===== config.mk =====
export PLATFORM = sky130hd
export DESIGN_NAME = biriscv_div_sched
export DESIGN_NICKNAME = d
export VERILOG_FILES = /design/src/rtl/biriscv_div_sched.sv
export SDC_FILE = /design/constraint.sdc
export NUM_CORES = 1
export LEC_CHECK = 0
export BUFFER_PORTS_ARGS = -buffer_cell sky130_fd_sc_hd__buf_2
export CORE_ASPECT_RATIO = 1.4
export CORE_MARGIN = 4
export CORE_UTILIZATION = 53
export DETAILED_ROUTE_END_ITERATION = 7
export PLACE_DENSITY = 0.78
export SLEW_MARGIN = 30
export SYNTH_ARGS = -nofsm -noshare
export SYNTH_HDL_FRONTEND = slang
export SYNTH_SLANG_ARGS = --single-unit

===== constraint.sdc =====
create_clock -name clk_i -period 5.2 [get_ports clk_i]
set_input_delay 0.52 -clock clk_i [delete_from_list [all_inputs] [get_ports clk_i]]
set_output_delay 0.52 -clock clk_i [all_outputs]
set_load 0.01 [all_outputs]

===== src/rtl/biriscv_div_sched.sv =====
// Shared radix-2 restoring divider with a fixed-priority two-slot scheduler.
// Slot 0 (older instruction) wins; squash aborts any in-flight or completing op.
module biriscv_div_sched #(
    parameter int unsigned FAST_SPECIAL = 1
) (
    input  logic        clk_i,
    input  logic        rst_i,
    input  logic        req0_valid_i,
    input  logic [1:0]  req0_op_i,
    input  logic [31:0] req0_ra_i,
    input  logic [31:0] req0_rb_i,
    input  logic [4:0]  req0_rd_i,
    output logic        req0_accept_o,
    input  logic        req1_valid_i,
    input  logic [1:0]  req1_op_i,
    input  logic [31:0] req1_ra_i,
    input  logic [31:0] req1_rb_i,
    input  logic [4:0]  req1_rd_i,
    output logic        req1_accept_o,
    input  logic        flush_i,
    output logic        busy_o,
    output logic        complete_o,
    output logic        complete_pipe_o,
    output logic [4:0]  complete_rd_o,
    output logic [31:0] result_o
);

    localparam logic [1:0] ST_IDLE = 2'd0;
    localparam logic [1:0] ST_RUN  = 2'd1;
    localparam logic [1:0] ST_DONE = 2'd2;

    logic [1:0]  state_q, state_d;
    logic [4:0]  count_q, count_d;
    logic [1:0]  op_q, op_d;
    logic [4:0]  rd_q, rd_d;
    logic        pipe_q, pipe_d;
    logic        q_neg_q, q_neg_d;
    logic        r_neg_q, r_neg_d;
    logic [31:0] div_q, div_d;
    logic [31:0] rem_q, rem_d;
    logic [31:0] quot_q, quot_d;
    logic [31:0] result_q, result_d;
    logic        cpl_pipe_q, cpl_pipe_d;
    logic [4:0]  cpl_rd_q, cpl_rd_d;

    logic        idle_c, acc0_c, acc1_c;
    logic [1:0]  in_op;
    logic [31:0] in_ra, in_rb, a_mag, b_mag, special_res;
    logic [4:0]  in_rd;
    logic        in_signed, div_zero, ovf, special_c;
    logic [32:0] sh_rem, trial;
    logic        step_ok;
    logic [31:0] rem_nxt, quot_nxt, sel_res, fin_res;

    assign idle_c = (state_q == ST_IDLE);
    assign acc0_c = idle_c & req0_valid_i & ~flush_i;
    assign acc1_c = idle_c & req1_valid_i & ~req0_valid_i & ~flush_i;

    // Request payload of whichever slot would win arbitration
    assign in_op = req0_valid_i ? req0_op_i : req1_op_i;
    assign in_ra = req0_valid_i ? req0_ra_i : req1_ra_i;
    assign in_rb = req0_valid_i ? req0_rb_i : req1_rb_i;
    assign in_rd = req0_valid_i ? req0_rd_i : req1_rd_i;

    assign in_signed   = ~in_op[0];
    assign a_mag       = (in_signed & in_ra[31]) ? (~in_ra + 32'd1) : in_ra;
    assign b_mag       = (in_signed & in_rb[31]) ? (~in_rb + 32'd1) : in_rb;
    assign div_zero    = (in_rb == 32'd0);
    assign ovf         = in_signed & (in_ra == 32'h8000_0000) & (in_rb == 32'hFFFF_FFFF);
    assign special_c   = (FAST_SPECIAL != 0) & (div_zero | ovf);
    assign special_res = in_op[1] ? (div_zero ? in_ra : 32'd0)
                                  : (div_zero ? 32'hFFFF_FFFF : 32'h8000_0000);

    // One restoring step; remainder stays below the divisor so 33 bits hold the sign
    assign sh_rem   = {rem_q, quot_q[31]};
    assign trial    = sh_rem - {1'b0, div_q};
    assign step_ok  = ~trial[32];
    assign rem_nxt  = step_ok ? trial[31:0] : sh_rem[31:0];
    assign quot_nxt = {quot_q[30:0], step_ok};
    assign sel_res  = op_q[1] ? rem_nxt : quot_nxt;
    assign fin_res  = (op_q[1] ? r_neg_q : q_neg_q) ? (~sel_res + 32'd1) : sel_res;

    always_comb begin
        state_d    = state_q;
        count_d    = count_q;
        op_d       = op_q;
        rd_d       = rd_q;
        pipe_d     = pipe_q;
        q_neg_d    = q_neg_q;
        r_neg_d    = r_neg_q;
        div_d      = div_q;
        rem_d      = rem_q;
        quot_d     = quot_q;
        result_d   = result_q;
        cpl_pipe_d = cpl_pipe_q;
        cpl_rd_d   = cpl_rd_q;
        case (state_q)
            ST_IDLE: begin
                if (acc0_c | acc1_c) begin
                    op_d    = in_op;
                    rd_d    = in_rd;
                    pipe_d  = acc1_c;
                    // Divide-by-zero quotient is all ones regardless of dividend sign
                    q_neg_d = in_signed & (in_ra[31] ^ in_rb[31]) & ~div_zero;
                    r_neg_d = in_signed & in_ra[31];
                    div_d   = b_mag;
                    quot_d  = a_mag;
                    rem_d   = 32'd0;
                    count_d = 5'd31;
                    if (special_c) begin
                        state_d    = ST_DONE;
                        result_d   = special_res;
                        cpl_pipe_d = acc1_c;
                        cpl_rd_d   = in_rd;
                    end else begin
                        state_d = ST_RUN;
                    end
                end
            end
            ST_RUN: begin
                rem_d   = rem_nxt;
                quot_d  = quot_nxt;
                count_d = count_q - 5'd1;
                if (count_q == 5'd0 && !flush_i) begin
                    state_d    = ST_DONE;
                    result_d   = fin_res;
                    cpl_pipe_d = pipe_q;
                    cpl_rd_d   = rd_q;
                end
            end
            ST_DONE: state_d = ST_IDLE;
            default: state_d = ST_IDLE;
        endcase
        if (flush_i) state_d = ST_IDLE;
    end

    always_ff @(posedge clk_i or posedge rst_i) begin
        if (rst_i) begin
            state_q    <= ST_IDLE;
            count_q    <= 5'd0;
            op_q       <= 2'd0;
            rd_q       <= 5'd0;
            pipe_q     <= 1'b0;
            q_neg_q    <= 1'b0;
            r_neg_q    <= 1'b0;
            div_q      <= 32'd0;
            rem_q      <= 32'd0;
            quot_q     <= 32'd0;
            result_q   <= 32'd0;
            cpl_pipe_q <= 1'b0;
            cpl_rd_q   <= 5'd0;
        end else begin
            state_q    <= state_d;
            count_q    <= count_d;
            op_q       <= op_d;
            rd_q       <= rd_d;
            pipe_q     <= pipe_d;
            q_neg_q    <= q_neg_d;
            r_neg_q    <= r_neg_d;
            div_q      <= div_d;
            rem_q      <= rem_d;
            quot_q     <= quot_d;
            result_q   <= result_d;
            cpl_pipe_q <= cpl_pipe_d;
            cpl_rd_q   <= cpl_rd_d;
        end
    end

    assign req0_accept_o   = acc0_c;
    assign req1_accept_o   = acc1_c;
    assign busy_o          = ~idle_c;
    assign complete_o      = (state_q == ST_DONE) & ~flush_i;
    assign complete_pipe_o = cpl_pipe_q;
    assign complete_rd_o   = cpl_rd_q;
    assign result_o        = result_q;

endmodule

==> results.py, run 1 <==
metrics = {
    "floorplanning": {
        "dieArea_mm2": 0.0270,
        "rows": 67,
        "die_h_um": 193,
        "num_io_pins": 189,
        "initial_core_util_pct": 54.0,
        "core_mm2": 0.0240,
        "fp.dieW_um": 140,
    },
    "logic_synthesis": {
        "synthArstFlopShare_pct": 100,
        "synth-edff-count": 0,
        "ys_seq_area_share_pct": 29.0,
        "yosys.cell_count.top_type": "o21ai_0",
        "avgSynthCellArea_um2": 7.74,
        "synthXorXnorAreaFrac_pct": 6.97,
        "yosysTopAreaCell": "dfrtp_1",
        "yosysUniqueCellTypes": 86,
        "synth_top_family_by_area": "compound AO/OA/AOI/OAI gates",
        "synth_top_flop_cell": "dfrtp_1",
        "syn-cell-area_mm2": 0.0129,
        "yosysTopAreaCellShare_pct": 29.0,
        "synthSimpleGateAreaFrac_pct": 20.6,
        "netlist_top_cells_count": "180 x o21ai_0, 162 x a21oi_1, 158 x nand2_1",
        "synth_area_leaders": "dfrtp_1 29%, o21ai_0 7.0%, a21oi_1 6.3%",
        "synthMuxAreaShare_pct": 7.39,
        "synth_cells": 1673,
        "synthAdderAreaFrac_pct": 3.83,
        "synth_compound_area_share_pct": 27.0,
        "synthesis.nets": 1859,
        "yosysWarnings": 0,
        "ys_ff_latch": 150,
    },
    "global_route": {
        "gr-total-overflow": 0,
        "antenna_found_initial": 0,
        "grt_max_degree": 77,
        "grtUsageTotal_pct": 32.9,
        "grt_pass1_vias": 13100,
        "grt_pass1_wl_um": 70800,
    },
    "clocking": {
        "cts.sinks": 150,
        "cts_max_path_buffers": 2,
        "htreeDepth": 4,
        "clk_pin_slew_ns": 0.06,
        "cts_root_buffer": "clkbuf_16",
        "cts_tree": "done",
        "postCtsSetupBuffers": 0,
        "cts_hold_buffers": 0,
        "clk_latency_ns": 0.44,
        "cts_made_buffers": 17,
    },
    "pwr": {
        "p_seq_share_pct": 22.2,
        "p_total_mw": 9.17,
        "p_int_mw": 4.57,
        "switchingPower_mw": 4.60,
        "p_leak_nw": 6.79,
        "powerDensity_mw_per_mm2": 607,
        "vdd_drop_max_mv": 0.667,
        "p_clk_share_pct": 15.1,
        "p_comb_share_pct": 62.7,
        "swShare_pct": 50.1,
    },
    "route": {
        "drt_iter0_markers": 1185,
        "drt_pass1_iterations": 6,
        "route.detailed.drc": 0,
        "wl_per_cell_um": 21.1,
        "wl_um": 45700,
        "vias": 13800,
        "vias_per_cell": 6.36,
        "drtAntennaViolNets": 0,
    },
    "worst_setup_path": {
        "critPathRequiredTime_ns": 5.50,
        "r2r_setup_slack_ns": 0.17,
        "end_kind": "register",
        "arrival_ns": 5.33,
        "cp_max_fo": 3,
        "criticalPathCategory": "reg -> reg",
        "start_kind": "register",
    },
    "timing": {
        "setup_violations": 0,
        "period_needed_ns": 5.03,
        "max_freq_ghz": 0.199,
        "finalHoldViolCount": 0,
        "post-route-period-util_pct": 96.8,
        "tns_ns": 0,
        "worstMarginPinSlew_ns": 0.869,
        "slew_viol_final": 0,
        "skew_ns": 0.0103,
        "relSlewSlack_pct": 41.6,
    },
    "placed_design": {
        "io_buffers": 188,
        "hpwlAfterDp_um": 35600,
        "gp_congestion": 0.982,
    },
    "min_path": {
        "hold_path.class": "in -> async",
    },
    "run_status": {
        "status": "complete, no violations",
    },
    "flow_run": {
        "cap_violations": 0,
    },
    "cells_and_area": {
        "diodes": 0,
        "drive_gt1_share_pct": 18.6,
        "final_nets": 2026,
        "areaGrowthSynthToFinish_pct": 16.8,
    },
}
==> worst paths after layout <==
kind	endpoint	depth (start not counted)	startpoint
setup / recovery	result_o[29]	17	div_q[0]
min in group clk_i	rd_q[4]	3	req1_rd_i[4]
hold reg to reg	div_q[20]	2	div_q[20]
hold / removal	rd_q[1]	2	rst_i
max in group asynchronous	rem_q[9]	3	rst_i
setup reg to reg	result_o[29]	17	div_q[0]
==> state kept, by name, summed over array words and instances (netlist names), 2 cells and up <==
register and count:
complete_rd_o 5, count_q 5, div_q 32, quot_q 32, rd_q 5, rem_q 32
result_o 32, state_q 2
==> per-stage QoR <==
step / cells / worst slack, ns / instance area, um2 / hold WS [ns] / utilization (%)
after floorplan: 1673 / 0.0620 / 13000 / 0.437 / -
after global placement: 2130 / 0.206 / 14400 / 0.455 / 60.1
after detailed placement: 2131 / 0.106 / 14400 / 0.469 / 60.1
after CTS: 2163 / 0.0649 / 15100 / 0.114 / 62.9
after global routing: 2163 / -0.00636 / 15100 / 0.140 / 63.1
final: 2163 / 0.168 / 15100 / 0.108 / 63.1
==> layer usage <==
metal / GRT usage (%) / part of all wire, % / up-vias
li1: - / - / 6467
met1: 41.3 / 40 / 6562
met2: 54.4 / 47 / 615
met3: 4.61 / 6.8 / 122
met4: 19.3 / 6.5 / 0
met5: 0 / 0 / -
==> cell type report <==
cell class / instances / area, um2
Fill cell: 2150 / 8860
Multi-Input combinational cell: 1353 / 8610
Sequential cell: 150 / 3750
Timing Repair Buffer: 257 / 1470
Clock buffer: 17 / 425
Tap cell: 310 / 388
Inverter: 61 / 234
Clock inverter: 15 / 229
==> power by group through the flow <==
stage	clock network [mW]	registers [mW]	logic, mW
2_1_floorplan	0	1.95	3.78
3_3_place_gp	0	2.01	5.49
3_5_place_dp	0	2.03	5.55
4_1_cts	1.40	2.02	5.60
5_1_grt	1.45	2.09	6.23
6_report	1.39	2.04	5.75
==> placed cells by master, fill, tap and decap left out, types with 6 or more instances in the layout <==
master | Yosys | final
dfrtp_1 | 150 | 149
clkbuf_16 | 0 | 17
mux2i_1 | 81 | 81
o21ai_0 | 180 | 180
nand3_1 | 51 | 51
nand4_1 | 19 | 19
nor3b_1 | 11 | 11
inv_1 | 60 | 59
buf_4 | 2 | 68
xor2_1 | 44 | 44
o21ai_1 | 11 | 10
nor3_1 | 67 | 66
o31ai_1 | 16 | 16
and2_1 | 10 | 10
o211ai_1 | 11 | 11
nor4_1 | 17 | 16
clkinv_4 | 0 | 6
a211oi_1 | 24 | 22
and3_1 | 12 | 12
buf_2 | 13 | 187
a21oi_1 | 162 | 161
a21o_1 | 22 | 22
a2111oi_0 | 12 | 11
nor2_1 | 129 | 127
or3_1 | 24 | 23
nand2_1 | 158 | 157
ha_1 | 38 | 38
a22oi_1 | 33 | 33
nor2b_1 | 10 | 9
xnor2_1 | 59 | 59
nand2b_1 | 8 | 7
or2_2 | 9 | 9
o21a_1 | 8 | 8
mux2_2 | 12 | 12
a31oi_1 | 13 | 13
==> critical path, cell delays in order, from the launching register on <==
cell       delay (ns)
dfrtp_1          0.38
ha_1             0.21
inv_1            0.06
fa_1             0.26
a211oi_2         0.11
o211a_1          0.26
buf_4            0.15
o31ai_1          0.49
a2111oi_0        0.20
buf_4            0.17
nor3_1           0.30
xnor2_1          0.24
o221a_2          0.28
or4b_1           0.48
or4_4            0.58
buf_4            0.16
o311ai_1         0.47
a21oi_1          0.07
==> repair_timing <==
| item | in CTS | in global routing |
|---|---|---|
| endpoints found under the setup margin | 0 | 11 |
| endpoints found under the hold margin | 0 | 0 |
| gates resized for setup | 0 | 10 |
==> logic make-up after synthesis <==
group,count (synthesis)
adder cells (fa/ha/maj),39
AND/OR/NAND/NOR,552
multiplexers,94
buffers and inverters,170
AO/OA/AOI/OAI,565
flip-flops,150
XOR/XNOR,103
Note: power is estimated with default switching activity, not from simulation.
==> run 2, diff against run 1 <==
--- a/config.mk
+++ b/config.mk
@@ -5,12 +5,11 @@
 export SDC_FILE = /design/constraint.sdc
 export NUM_CORES = 1
 export LEC_CHECK = 0
-export BUFFER_PORTS_ARGS = -buffer_cell sky130_fd_sc_hd__buf_2
 export CORE_ASPECT_RATIO = 1.4
 export CORE_MARGIN = 4
-export CORE_UTILIZATION = 53
+export CORE_UTILIZATION = 32
 export DETAILED_ROUTE_END_ITERATION = 7
-export PLACE_DENSITY = 0.78
+export DONT_BUFFER_PORTS = 1
 export SLEW_MARGIN = 30
 export SYNTH_ARGS = -nofsm -noshare
 export SYNTH_HDL_FRONTEND = slang
==> run 2 against run 1 <==
Effect of this change:
- sequential share of layout area up 1.1 points
- via count fell by 6.5%
- register-to-register slack better by 0.05 ns
- critical path depth up 1
- critical endpoint is now result_o[31]
- power shrank 1.2%
==> results.py, run 2 (synthesized netlist as in run 1, its figures left out) <==
metrics = {
    "floorplanning": {
        "num_io_pins": 189,
        "initial_core_util_pct": 32.6,
        "rows": 86,
        "core_mm2": 0.0397,
        "die_h_um": 246,
        "dieArea_mm2": 0.0438,
        "fp.dieW_um": 178,
    },
    "worst_setup_path": {
        "end_kind": "register",
        "criticalPathCategory": "reg -> reg",
        "worstPathCellList": "inv_1 -> ha_1 -> inv_1 -> fa_2 -> a211oi_2 -> o211a_1 -> buf_4 -> o31ai_1 -> buf_4 -> a2111oi_0 -> nor3_1 -> xnor2_1 -> o221a_2 -> or4b_1 -> or4_4 -> o41a_1 -> xnor2_1 -> o21ai_1",
        "path_delay_family": "compound AO/OA/AOI/OAI gates",
        "critPathCapture": "result_o[31]",
        "critPathRequiredTime_ns": 5.52,
        "crit_path_top_delay_cell": "a2111oi_0",
        "crit_cells": 18,
        "arrival_ns": 5.30,
        "cp_max_fo": 5,
        "start_kind": "register",
        "r2r_setup_slack_ns": 0.22,
        "crit_path_start": "quot_q[31]",
        "ff2ff_path_depth": 18,
        "cpPeakStageDelay_ns": 0.64,
        "reg2reg_from": "quot_q[31]",
        "r2r_end": "result_o[31]",
        "critical_path_buf_inv_count": 4,
    },
    "route": {
        "dr_wl_met2_um": 25200,
        "drt_pass1_iterations": 6,
        "wl_per_cell_um": 22.6,
        "route.detailed.drc": 0,
        "wl_met1_um": 19100,
        "wl_um": 49600,
        "drtAntennaViolNets": 0,
        "highest-signal-layer": "met4",
        "drt_iter0_markers": 1029,
        "vias": 12900,
        "route.met3.wl_um": 2270,
        "vias_per_cell": 5.85,
    },
    "timing": {
        "holdWs_ns": 0.0627,
        "skew_ns": 0.0147,
        "setup_violations": 0,
        "post-route-period-util_pct": 95.7,
        "worstMarginPinSlew_ns": 0.907,
        "finalHoldViolCount": 0,
        "max_freq_ghz": 0.201,
        "period_needed_ns": 4.98,
        "relSlewSlack_pct": 39.5,
        "slew_viol_final": 0,
    },
    "pwr": {
        "powerDensity_mw_per_mm2": 626,
        "p_total_mw": 9.06,
        "vdd_drop_max_mv": 0.572,
        "p_leak_nw": 6.00,
    },
    "global_route": {
        "grtUsageTotal_pct": 22.3,
        "grt_pass1_vias": 12800,
        "antenna_found_initial": 0,
        "grt_pass1_wl_um": 76000,
        "grt_max_degree": 143,
        "gr-total-overflow": 0,
    },
    "clocking": {
        "cts_made_buffers": 17,
        "cts_root_buffer": "clkbuf_16",
        "cts.sinks": 150,
        "cts_tree": "done",
        "clk_latency_ns": 0.45,
        "cts_max_path_buffers": 2,
        "clk_pin_slew_ns": 0.08,
        "htreeDepth": 4,
    },
    "placed_design": {
        "io_buffers": 0,
        "gp_congestion": 0.985,
        "hpwlAfterDp_um": 38900,
        "placed_area_mm2": 0.0138,
    },
    "cells_and_area": {
        "fillers": 4150,
        "areaGrowthSynthToFinish_pct": 11.7,
        "drive_gt1_share_pct": 10.1,
        "final_common_cell": "o21ai_0",
        "layout_common_cells": "180 x o21ai_0, 161 x a21oi_1, 158 x nand2_1",
        "diodes": 0,
        "final_nets": 1843,
        "final_area_mm2": 0.0145,
    },
    "run_status": {
        "status": "complete, no violations",
    },
    "flow_run": {
        "cap_violations": 0,
    },
    "min_path": {
        "hold_path.class": "in -> async",
    },
}
## run 2: cell types whose count changed in the layout (fill, tap and decap cells not counted), moves of 3 or more
| cell | change |
|---|---|
| inv_6 | +4 |
| buf_4 | +6 |
| ha_1 | -3 |
| inv_8 | +5 |
| bufinv_16 | -4 |
| clkinv_4 | -5 |
| buf_2 | -187 |
## run 2: repair_timing
item / 4_1_cts / 5_1_grt
endpoints found under the setup margin: 0 / 7
hold buffers: 0 / 0
setup buffers: 0 / 0
gates resized for setup: 0 / 16
## run 2: cell type report
| cell class | instances | area, um2 | share of cell area, % |
|---|---|---|---|
| clock buffers | 17 | 425 | 2.94 |
| clock inverters | 15 | 179 | 1.24 |
| inverters | 61 | 234 | 1.62 |
| multi-input cells | 1353 | 8660 | 59.8 |
| flip-flops and latches | 150 | 3750 | 26.0 |
| well taps | 528 | 661 | 4.57 |
| repair buffers | 74 | 556 | 3.84 |
## run 2: worst min path at each step
stage | to | cells past startpoint | slack, ns | from
2_1_floorplan | count_q[4] | 1 | 0.44 | count_q[4]
3_3_place_gp | rd_q[0] | 2 | 0.46 | rd_q[0]
3_5_place_dp | div_q[4] | 2 | 0.47 | div_q[4]
4_1_cts | complete_rd_o[2] | 1 | 0.09 | rst_i
5_1_grt | complete_rd_o[2] | 1 | 0.11 | rst_i
6_report | complete_rd_o[2] | 1 | 0.06 | rst_i
## run 2: where the power goes
| group | internal (mW) | switching (mW) |
|---|---|---|
| clock | 0.691 | 0.615 |
| combinational | 2.03 | 3.56 |
| sequential | 1.62 | 0.538 |
## run 2: layer usage
layer	vias to the layer above	global-route usage, %
met2	496	39.6
met5	-	0
li1	6082	-
met1	6183	25.8
met3	107	2.62
met4	0	12.6
## run 2: worst register-to-register path, cell delays in order, from the launching register on
cell       delay, ns
dfrtp_1         0.38
inv_1           0.06
ha_1            0.14
inv_1           0.05
fa_2            0.37
a211oi_2        0.23
o211a_1         0.23
buf_4           0.14
o31ai_1         0.07
buf_4           0.16
a2111oi_0       0.64
nor3_1          0.15
xnor2_1         0.23
o221a_2         0.29
or4b_1          0.51
or4_4           0.58
o41a_1          0.40
xnor2_1         0.15
o21ai_1         0.07
## run 2: per-stage QoR
stage / instances / setup slack [ns] / setup TNS [ns] / utilization [%]
after floorplan: 1673 / 0.0620 / 0 / -
after global placement: 2166 / 0.223 / 0 / 34.7
after detailed placement: 2166 / 0.198 / 0 / 34.7
after CTS: 2198 / 0.175 / 0 / 36.2
after global routing: 2198 / -0.0137 / -0.0137 / 36.4
final: 2198 / 0.223 / 0 / 36.4
